===== config.mk =====
export PLATFORM = sky130hd
export DESIGN_NAME = anton_neopixel_frame_loader
export DESIGN_NICKNAME = d
export VERILOG_FILES = /design/src/rtl/anton_neopixel_frame_loader.sv
export SDC_FILE = /design/constraint.sdc
export NUM_CORES = 1
export LEC_CHECK = 0
export CAP_MARGIN = 20
export CORE_MARGIN = 2
export CORE_UTILIZATION = 56
export DETAILED_ROUTE_END_ITERATION = 12
export PLACE_DENSITY = 0.93
export SLEW_MARGIN = 20
export SYNTH_ARGS = -nofsm -noshare
export SYNTH_HDL_FRONTEND = slang
export SYNTH_SLANG_ARGS = --single-unit

===== constraint.sdc =====
create_clock -name busClk -period 4 [get_ports busClk]
set_input_delay 0.8 -clock busClk [delete_from_list [all_inputs] [get_ports busClk]]
set_output_delay 0.8 -clock busClk [all_outputs]
set_load 0.05 [all_outputs]

===== src/rtl/anton_neopixel_frame_loader.sv =====
// Streams pixel bytes into a NeoPixel controller's buffer over a simple write bus, then
// programs the frame length and control register and pulses a one-cycle frame sync.
module anton_neopixel_frame_loader #(
  parameter int          BUFFER_END = 1023,
  parameter logic [13:0] MAX_ADDR_L = 14'h2000,
  parameter logic [13:0] MAX_ADDR_H = 14'h2001,
  parameter logic [13:0] CTRL_ADDR  = 14'h2002,
  parameter logic [7:0]  CTRL_VALUE = 8'h05
) (
  input  logic        busClk,
  input  logic        busReset,
  input  logic [7:0]  inData,
  input  logic        inValid,
  input  logic        inLast,
  output logic        inReady,
  input  logic        neoState,
  output logic [13:0] busAddr,
  output logic [7:0]  busDataOut,
  output logic        busWrite,
  output logic        busRead,
  output logic        syncStart,
  output logic        frameDone,
  output logic        overflow,
  output logic        busy
);

  localparam int CNT_W = $clog2(BUFFER_END + 1) + 1;
  localparam int IDX_W = 13;
  localparam logic [CNT_W-1:0] CNT_LAST = CNT_W'(BUFFER_END);
  localparam logic [IDX_W-1:0] IDX_LAST = IDX_W'(BUFFER_END);

  typedef enum logic [2:0] {RECV, MAX_L, MAX_H, CTRL, SYNC} stateT;

  stateT            state, stateNext;
  logic [CNT_W-1:0] cnt, cntNext;
  logic [IDX_W-1:0] lastIdx, lastIdxNext;
  logic             overflowNext;
  logic             writeNext;
  logic [13:0]      addrNext;
  logic [7:0]       dataNext;
  logic             syncNext;
  logic [1:0]       neoSync;
  logic             accept;

  // neoState comes from the streaming clock domain; only neoSync[1] is safe to use.
  always_ff @(posedge busClk or posedge busReset) begin
    if (busReset) neoSync <= '0;
    else          neoSync <= {neoSync[0], neoState};
  end

  // Downstream busy only blocks the start of a frame, never a frame in progress.
  assign inReady   = (state == RECV) && ((cnt != '0) || !neoSync[1]);
  assign accept    = inValid && inReady;
  assign busRead   = 1'b0;
  assign frameDone = syncStart;
  assign busy      = (state != RECV) || (cnt != '0);

  // NOTE: every signal gets a default before the case so no path leaves one unassigned (no latches).
  always_comb begin
    stateNext    = state;
    cntNext      = cnt;
    lastIdxNext  = lastIdx;
    overflowNext = overflow;
    writeNext    = 1'b0;
    addrNext     = '0;
    dataNext     = '0;
    syncNext     = 1'b0;
    unique case (state)
      RECV: begin
        if (accept) begin
          if (cnt == '0) overflowNext = 1'b0;
          if (cnt <= CNT_LAST) begin
            writeNext = 1'b1;
            addrNext  = 14'(cnt);
            dataNext  = inData;
            cntNext   = cnt + 1'b1;
          end else begin
            overflowNext = 1'b1;
          end
          if (inLast) begin
            lastIdxNext = (cnt > CNT_LAST) ? IDX_LAST : IDX_W'(cnt);
            stateNext   = MAX_L;
          end
        end
      end
      MAX_L: begin
        writeNext = 1'b1;
        addrNext  = MAX_ADDR_L;
        dataNext  = lastIdx[7:0];
        stateNext = MAX_H;
      end
      MAX_H: begin
        writeNext = 1'b1;
        addrNext  = MAX_ADDR_H;
        dataNext  = {3'b000, lastIdx[12:8]};
        stateNext = CTRL;
      end
      CTRL: begin
        writeNext = 1'b1;
        addrNext  = CTRL_ADDR;
        dataNext  = CTRL_VALUE;
        stateNext = SYNC;
      end
      SYNC: begin
        syncNext  = 1'b1;
        cntNext   = '0;
        stateNext = RECV;
      end
      default: stateNext = RECV;
    endcase
  end

  // NOTE: sequential state uses non-blocking assignments so all registers update from pre-edge values.
  always_ff @(posedge busClk or posedge busReset) begin
    if (busReset) begin
      state      <= RECV;
      cnt        <= '0;
      lastIdx    <= '0;
      overflow   <= 1'b0;
      busWrite   <= 1'b0;
      busAddr    <= '0;
      busDataOut <= '0;
      syncStart  <= 1'b0;
    end else begin
      state      <= stateNext;
      cnt        <= cntNext;
      lastIdx    <= lastIdxNext;
      overflow   <= overflowNext;
      busWrite   <= writeNext;
      busAddr    <= addrNext;
      busDataOut <= dataNext;
      syncStart  <= syncNext;
    end
  end

endmodule

==> results of run 1 <==
-- cells by family (layout without fill, tap and decap cells) --
group                      count (synthesis)  count (layout)
and+or+nand+nor                           80              80
other                                      1               4
adders and majority gates                  2               2
buffers and inverters                     35              60
xor gates and xnor gates                   1               1
muxes                                     14              14
AOI/OAI and AO/OA                         33              33
DFF                                       50              50
-- layer usage --
metal  global-route usage  up-vias  share of wire
met3               0.0683       15          0.065
met1                0.296      825           0.41
met4               0.0871        0          0.025
met5                    0        -              0
met2                0.358       68           0.50
li1                     -      806              -
-- path summary, 6_finish.rpt --
path                                            from                      to  slack [ns]  cells past startpoint
worst max-delay path              cnt[1]$_DFFE_PP0P_                 inReady        0.58                      6
worst min-delay path            neoSync[0]$_DFF_PP0_    neoSync[1]$_DFF_PP0_        0.36                      0
worst max register to register    cnt[1]$_DFFE_PP0P_  lastIdx[0]$_DFFE_PP0P_        1.57                      6
worst min register to register  neoSync[0]$_DFF_PP0_    neoSync[1]$_DFF_PP0_        0.36                      0
max in group asynchronous                   busReset  lastIdx[5]$_DFFE_PP0P_        2.56                      2
min in group asynchronous                   busReset   busAddr[10]$_DFF_PP0_        0.95                      2
-- final cells by class --
| cell class | count | share of cell area |
|---|---|---|
| clock inverter | 1 | 0.0106 |
| multi-input combinational | 134 | 0.340 |
| timing repair buffer | 38 | 0.135 |
| tap | 50 | 0.0222 |
| inverter | 15 | 0.0204 |
| sequential | 50 | 0.443 |
| clock buffer | 6 | 0.0292 |
-- stage by stage --
stage           util  cells  setup WS [ns]  power, W
2_1_floorplan      -    219           1.69   0.00125
3_3_place_gp   0.668    287           1.07   0.00141
3_5_place_dp   0.668    287          0.967   0.00144
4_1_cts        0.696    294          0.606   0.00180
5_1_grt        0.696    294          0.397   0.00188
6_report       0.696    294          0.583   0.00179
-- power groups by stage --
stage | Sequential [W] | Clock, W | Combinational, W
CTS | 0.000700 | 0.000363 | 0.000736
finish | 0.000701 | 0.000357 | 0.000734
global placement | 0.000702 | 0 | 0.000710
floorplan | 0.000827 | 0 | 0.000421
global route | 0.000718 | 0.000387 | 0.000778
detailed placement | 0.000710 | 0 | 0.000729
-- placed cells by master, fill, tap and decap left out, types with 3 or more instances in the layout --
master	Yosys	final
a22o_1	5	5
and4_1	3	3
nor2_1	12	12
inv_1	15	14
nor4_1	4	4
nand3_1	7	7
a21o_1	3	3
conb_1	1	4
a21oi_1	3	3
and2_1	11	11
nand4_2	3	3
nand4_1	6	6
clkbuf_8	0	6
nand2b_1	6	6
dfrtp_1	50	50
nand2_1	17	17
clkdlybuf4s50_1	0	38
mux2i_1	13	13
o21ai_0	4	4
-- flip-flops by register name (all words and copies together) (netlist names) --
register / flops
busAddr: 12
cnt: 11
neoSync: 2
busWrite: 1
overflow: 1
busDataOut: 8
frameDone: 1
lastIdx: 11
state: 3
-- worst register-to-register path, stage by stage (launching register included) --
cell	delay, ns
dfrtp_1	0.46
inv_1	0.15
ha_1	0.18
nor4b_4	0.30
nand4_2	0.27
nand3_1	0.55
mux2_2	0.40
==> results.py, run 1 <==
metrics = {
    "timing": {
        "fmax_mhz": 293,
        "setup_viol": 0,
        "slew_headroom": 0.447,
        "finalSetupTns_ns": 0,
        "hold_ws_ns": 0.363,
        "period_minus_slack_ns": 3.42,
        "fin_crit_sh": 0.854,
        "fin_skew_ns": 0.00334,
        "rsz0062_at_grt": "false",
        "hold_viol_final": 0,
        "worst_pin_slew_ns": 0.828,
        "slew_viol_final": 0,
    },
    "setup_path": {
        "path_max_fanout": 8,
        "critPathTopFamily": "buffers and inverters",
        "crit_type": "register to output pin",
        "worst-path-buf-inv": 2,
        "cp_slowest_cell": "clkdlybuf4s50_1",
        "critPathCaptureType": "output pin",
        "crit_path_start_kind": "register",
        "arrival_ns": 2.62,
        "cp_cell_sequence": "inv_1, ha_1, nor4b_4, nand4_2, and2_1, clkdlybuf4s50_1",
        "worst_path_largest_cell_delay_ns": 0.69,
        "worstPathRequired_ns": 3.20,
    },
    "route": {
        "drtIter0Drc": 193,
        "drtPass1Iterations": 4,
        "routed_wl_um": 4920,
        "routedWlPerCell_um": 16.7,
        "viasPerCell": 5.83,
        "postRouteAntennaNets": 0,
        "drc": 0,
        "num_vias": 1714,
    },
    "layout": {
        "seqCellArea_um2": 1250,
        "multi_input_area_um2": 960,
        "fin_area_um2": 2820,
        "nNetsFinal": 259,
        "nFillCells": 272,
        "num_antenna_cells": 0,
        "drive_gt1_frac": 0.0861,
        "syn2layout_area_growth_pct": 18.2,
    },
    "floorplanning": {
        "dieArea_um2": 4810,
        "rows": 23,
        "io_pins": 42,
        "dieWidth_um": 69.3,
        "start_util": 0.589,
        "core-area_um2": 4060,
        "die_h_um": 69.3,
    },
    "global_route": {
        "grt_max_degree": 51,
        "grt_usage": 0.227,
        "first_global_vias": 1800,
        "grt_pass1_wl_um": 8710,
        "grt_overflow": 0,
        "antenna_found_initial": 0,
    },
    "synthesis": {
        "synth-xor-area-share": 0.00366,
        "synth_compound_area_frac": 0.119,
        "synth_top_area_cell": "dfrtp_1",
        "synthCells": 216,
        "synth_async_sr_flop_share": 1.00,
        "yosysMostFrequentCell": "dfrtp_1",
        "synth_edf_count": 0,
        "ys_ff_latch": 50,
        "syn_area_per_cell_um2": 11.1,
        "synth_area_leaders": "dfrtp_1 (52%), mux2i_1 (5.4%), and2_1 (2.9%)",
        "synth_mux_area_frac": 0.0592,
        "seq_area_frac_synth": 0.524,
        "synth.distinct_cells": 46,
        "netlist_area_um2": 2390,
        "synth_adder_area_share": 0.0105,
        "synth_top_area_frac": 0.524,
        "synth_top_family_by_area": "simple AND/OR/NAND/NOR gates",
        "synth-simple-area-share": 0.203,
        "synthTopCellsByCount": "dfrtp_1 (50), nand2_1 (17), inv_1 (15)",
        "synth-main-ff-cell": "dfrtp_1",
        "synth_warnings": 0,
    },
    "pwr": {
        "power.leakage_nw": 1.31,
        "p_int_w": 0.00106,
        "p_clk_frac": 0.199,
        "seqPwrFrac": 0.391,
        "p_per_area_nw_per_um2": 634,
        "combinationalPowerShare": 0.410,
        "power_switching_w": 0.000727,
        "swShare": 0.406,
        "vdd_drop_max_mv": 0.252,
    },
    "clock_network": {
        "clock-sinks": 50,
        "holdBufCountCts": 0,
        "root_buffer": "clkbuf_8",
        "ctsHtreeMaxLevel": 2,
        "clk_latency_ns": 0.30,
        "ctsResizeCount": 0,
        "cts_setup_buffers": 0,
        "numCtsBuffers": 5,
        "tritoncts": "yes",
        "clkTransAtPathRegs_ns": 0.08,
        "clockBufferDepth": 2,
    },
    "worst_hold_path": {
        "worstHoldPathType": "register to register",
    },
    "outcome": {
        "outcome": "finished, final reports clean",
    },
    "placed_design": {
        "gp_congestion": 0.974,
        "portBuffers": 38,
        "placed_area_um2": 2710,
        "place_hpwl_um": 3340,
    },
    "flow_run": {
        "max_cap_viol_count": 0,
    },
}
Note: power is estimated with default switching activity, not from simulation.
==> run 2: changes to the inputs <==
Settings changed: CORE_UTILIZATION 56 to 60, DONT_BUFFER_PORTS from default to 1, PLACE_DENSITY 0.93 to 0.85.
==> run 2 against run 1 <==
  * Setup slack improved by 0.58 ns
  * Utilization fell by 4.6 points
  * Sequential power rose by 26%
  * Die area fell by 6.3%
  * Critical endpoint unchanged
  * Largest cell class unchanged
==> results.py, run 2 (synthesized netlist as in run 1, its figures left out) <==
metrics = {
    "clock_network": {
        "root_buffer": "clkbuf_8",
        "clock-sinks": 50,
        "holdBufCountCts": 0,
        "ctsResizeCount": 0,
        "tritoncts": "yes",
        "cts_setup_buffers": 0,
        "clkTransAtPathRegs_ns": 0.09,
        "numCtsBuffers": 5,
        "ctsHtreeMaxLevel": 2,
        "clk_latency_ns": 0.31,
        "clockBufferDepth": 2,
    },
    "global_route": {
        "grt_overflow": 0,
        "grt_pass1_wl_um": 7380,
        "first_global_vias": 1526,
        "grt_max_degree": 51,
        "antenna_found_initial": 0,
        "grt_usage": 0.225,
    },
    "placed_design": {
        "gp_congestion": 0.872,
        "portBuffers": 0,
        "dpl_worst_slack_ns": 1.53,
        "place_hpwl_um": 3120,
    },
    "setup_path": {
        "worstRegToRegCells": 6,
        "regToRegSetupSlack_ns": 1.64,
        "arrival_ns": 2.04,
        "worst_path_largest_cell_delay_ns": 0.48,
        "cp_slowest_cell": "dfrtp_1",
        "crit_path_start_kind": "register",
        "path_max_fanout": 8,
        "crit_type": "register to output pin",
        "worstPathRequired_ns": 3.20,
        "r2r_end": "lastIdx[0]$_DFFE_PP0P_",
        "critPathCaptureType": "output pin",
        "cp_cell_sequence": "inv_1, ha_1, nor4b_4, nand4_2, and2_1",
        "r2r-start": "cnt[1]$_DFFE_PP0P_",
    },
    "layout": {
        "final_cell_mix": "dfrtp_1 (50), nand2_1 (17), inv_1 (14)",
        "seqCellArea_um2": 1250,
        "largest_register_ffs": 12,
        "num_antenna_cells": 0,
        "drive_gt1_frac": 0.106,
        "multi_input_area_um2": 960,
        "top_register": "busAddr",
        "syn2layout_area_growth_pct": 1.83,
        "nFillCells": 289,
        "nNetsFinal": 221,
        "reg_top3": "busAddr: 12 flops, cnt: 11 flops, lastIdx: 11 flops",
        "final_common_cell": "dfrtp_1",
    },
    "timing": {
        "setup_viol": 0,
        "fmax_mhz": 352,
        "fin_skew_ns": 0.00612,
        "slew_headroom": 0.420,
        "rsz0062_at_grt": "false",
        "worst_pin_slew_ns": 0.871,
        "hold_ws_ns": 0.370,
        "fin_crit_sh": 0.710,
        "slew_viol_final": 0,
        "period_minus_slack_ns": 2.84,
        "hold_viol_final": 0,
        "timing.final.ws_setup_ns": 1.16,
        "finalSetupTns_ns": 0,
    },
    "outcome": {
        "outcome": "finished, final reports clean",
    },
    "floorplanning": {
        "dieArea_um2": 4500,
        "dieWidth_um": 67.1,
        "core-area_um2": 3740,
        "die_h_um": 67.1,
        "rows": 22,
        "io_pins": 42,
        "start_util": 0.638,
    },
    "route": {
        "routedWlPerCell_um": 17.8,
        "num_vias": 1571,
        "drtIter0Drc": 153,
        "routed_wl_um": 4530,
        "viasPerCell": 6.16,
        "postRouteAntennaNets": 0,
        "drc": 0,
        "drtPass1Iterations": 6,
    },
    "flow_run": {
        "max_cap_viol_count": 0,
    },
    "pwr": {
        "vdd_drop_max_mv": 0.312,
        "power.leakage_nw": 1.17,
        "p_per_area_nw_per_um2": 668,
        "power.total_w": 0.00162,
    },
    "worst_hold_path": {
        "holdPathEnd": "neoSync[1]$_DFF_PP0_",
        "worstHoldPathType": "register to register",
        "min_from": "neoSync[0]$_DFF_PP0_",
        "hold_depth": 0,
    },
}
run 2: worst max path at each step:
stage / startpoint / end / slack, ns / depth (start not counted)
finish: cnt[1]$_DFFE_PP0P_ / inReady / 1.16 / 5
global route: cnt[1]$_DFFE_PP0P_ / inReady / 1.02 / 5
CTS: cnt[1]$_DFFE_PP0P_ / inReady / 1.18 / 5
detailed placement: cnt[1]$_DFFE_PP0P_ / inReady / 1.53 / 5
global placement: cnt[1]$_DFFE_PP0P_ / inReady / 1.58 / 5
floorplan: cnt[1]$_DFFE_PP0P_ / inReady / 1.69 / 5
run 2: area by class of cell:
class / count / share of cell area
clock inverter: 1 / 0.00360
tap: 48 / 0.0247
multi-input combinational: 134 / 0.394
sequential: 50 / 0.514
inverter: 15 / 0.0237
clock buffer: 7 / 0.0396
run 2: worst max-delay path, delay by kind of cell, from the launching register on:
family | cells | cell delay, ns
AND/OR/NAND/NOR | 3 | 0.94
flip-flops | 1 | 0.48
adder cells (fa/ha/maj) | 1 | 0.16
buffers and inverters | 1 | 0.15
run 2: per-stage QoR:
stage          std cells  cell area (µm²)   util
3_5_place_dp         247             2330  0.622
5_1_grt              255             2430  0.650
3_3_place_gp         247             2330  0.622
4_1_cts              255             2430  0.650
6_report             255             2430  0.650
2_1_floorplan        219             2400      -
run 2: per-layer routing:
layer / vias to the layer above / part of all wire / GRT usage
met1: 774 / 0.42 / 0.285
met4: 0 / 0.022 / 0.110
li1: 728 / - / -
met5: - / 0 / 0
met2: 57 / 0.49 / 0.359
met3: 12 / 0.062 / 0.0591
run 2: report_power, final:
group          leakage, nW  internal (W)  switching, W  total (W)
registers            0.669      0.000606      0.000276   0.000881
logic                0.444      0.000147      0.000272   0.000419
clock network       0.0544      0.000158      0.000166   0.000324
total                 1.17      0.000911      0.000713    0.00162
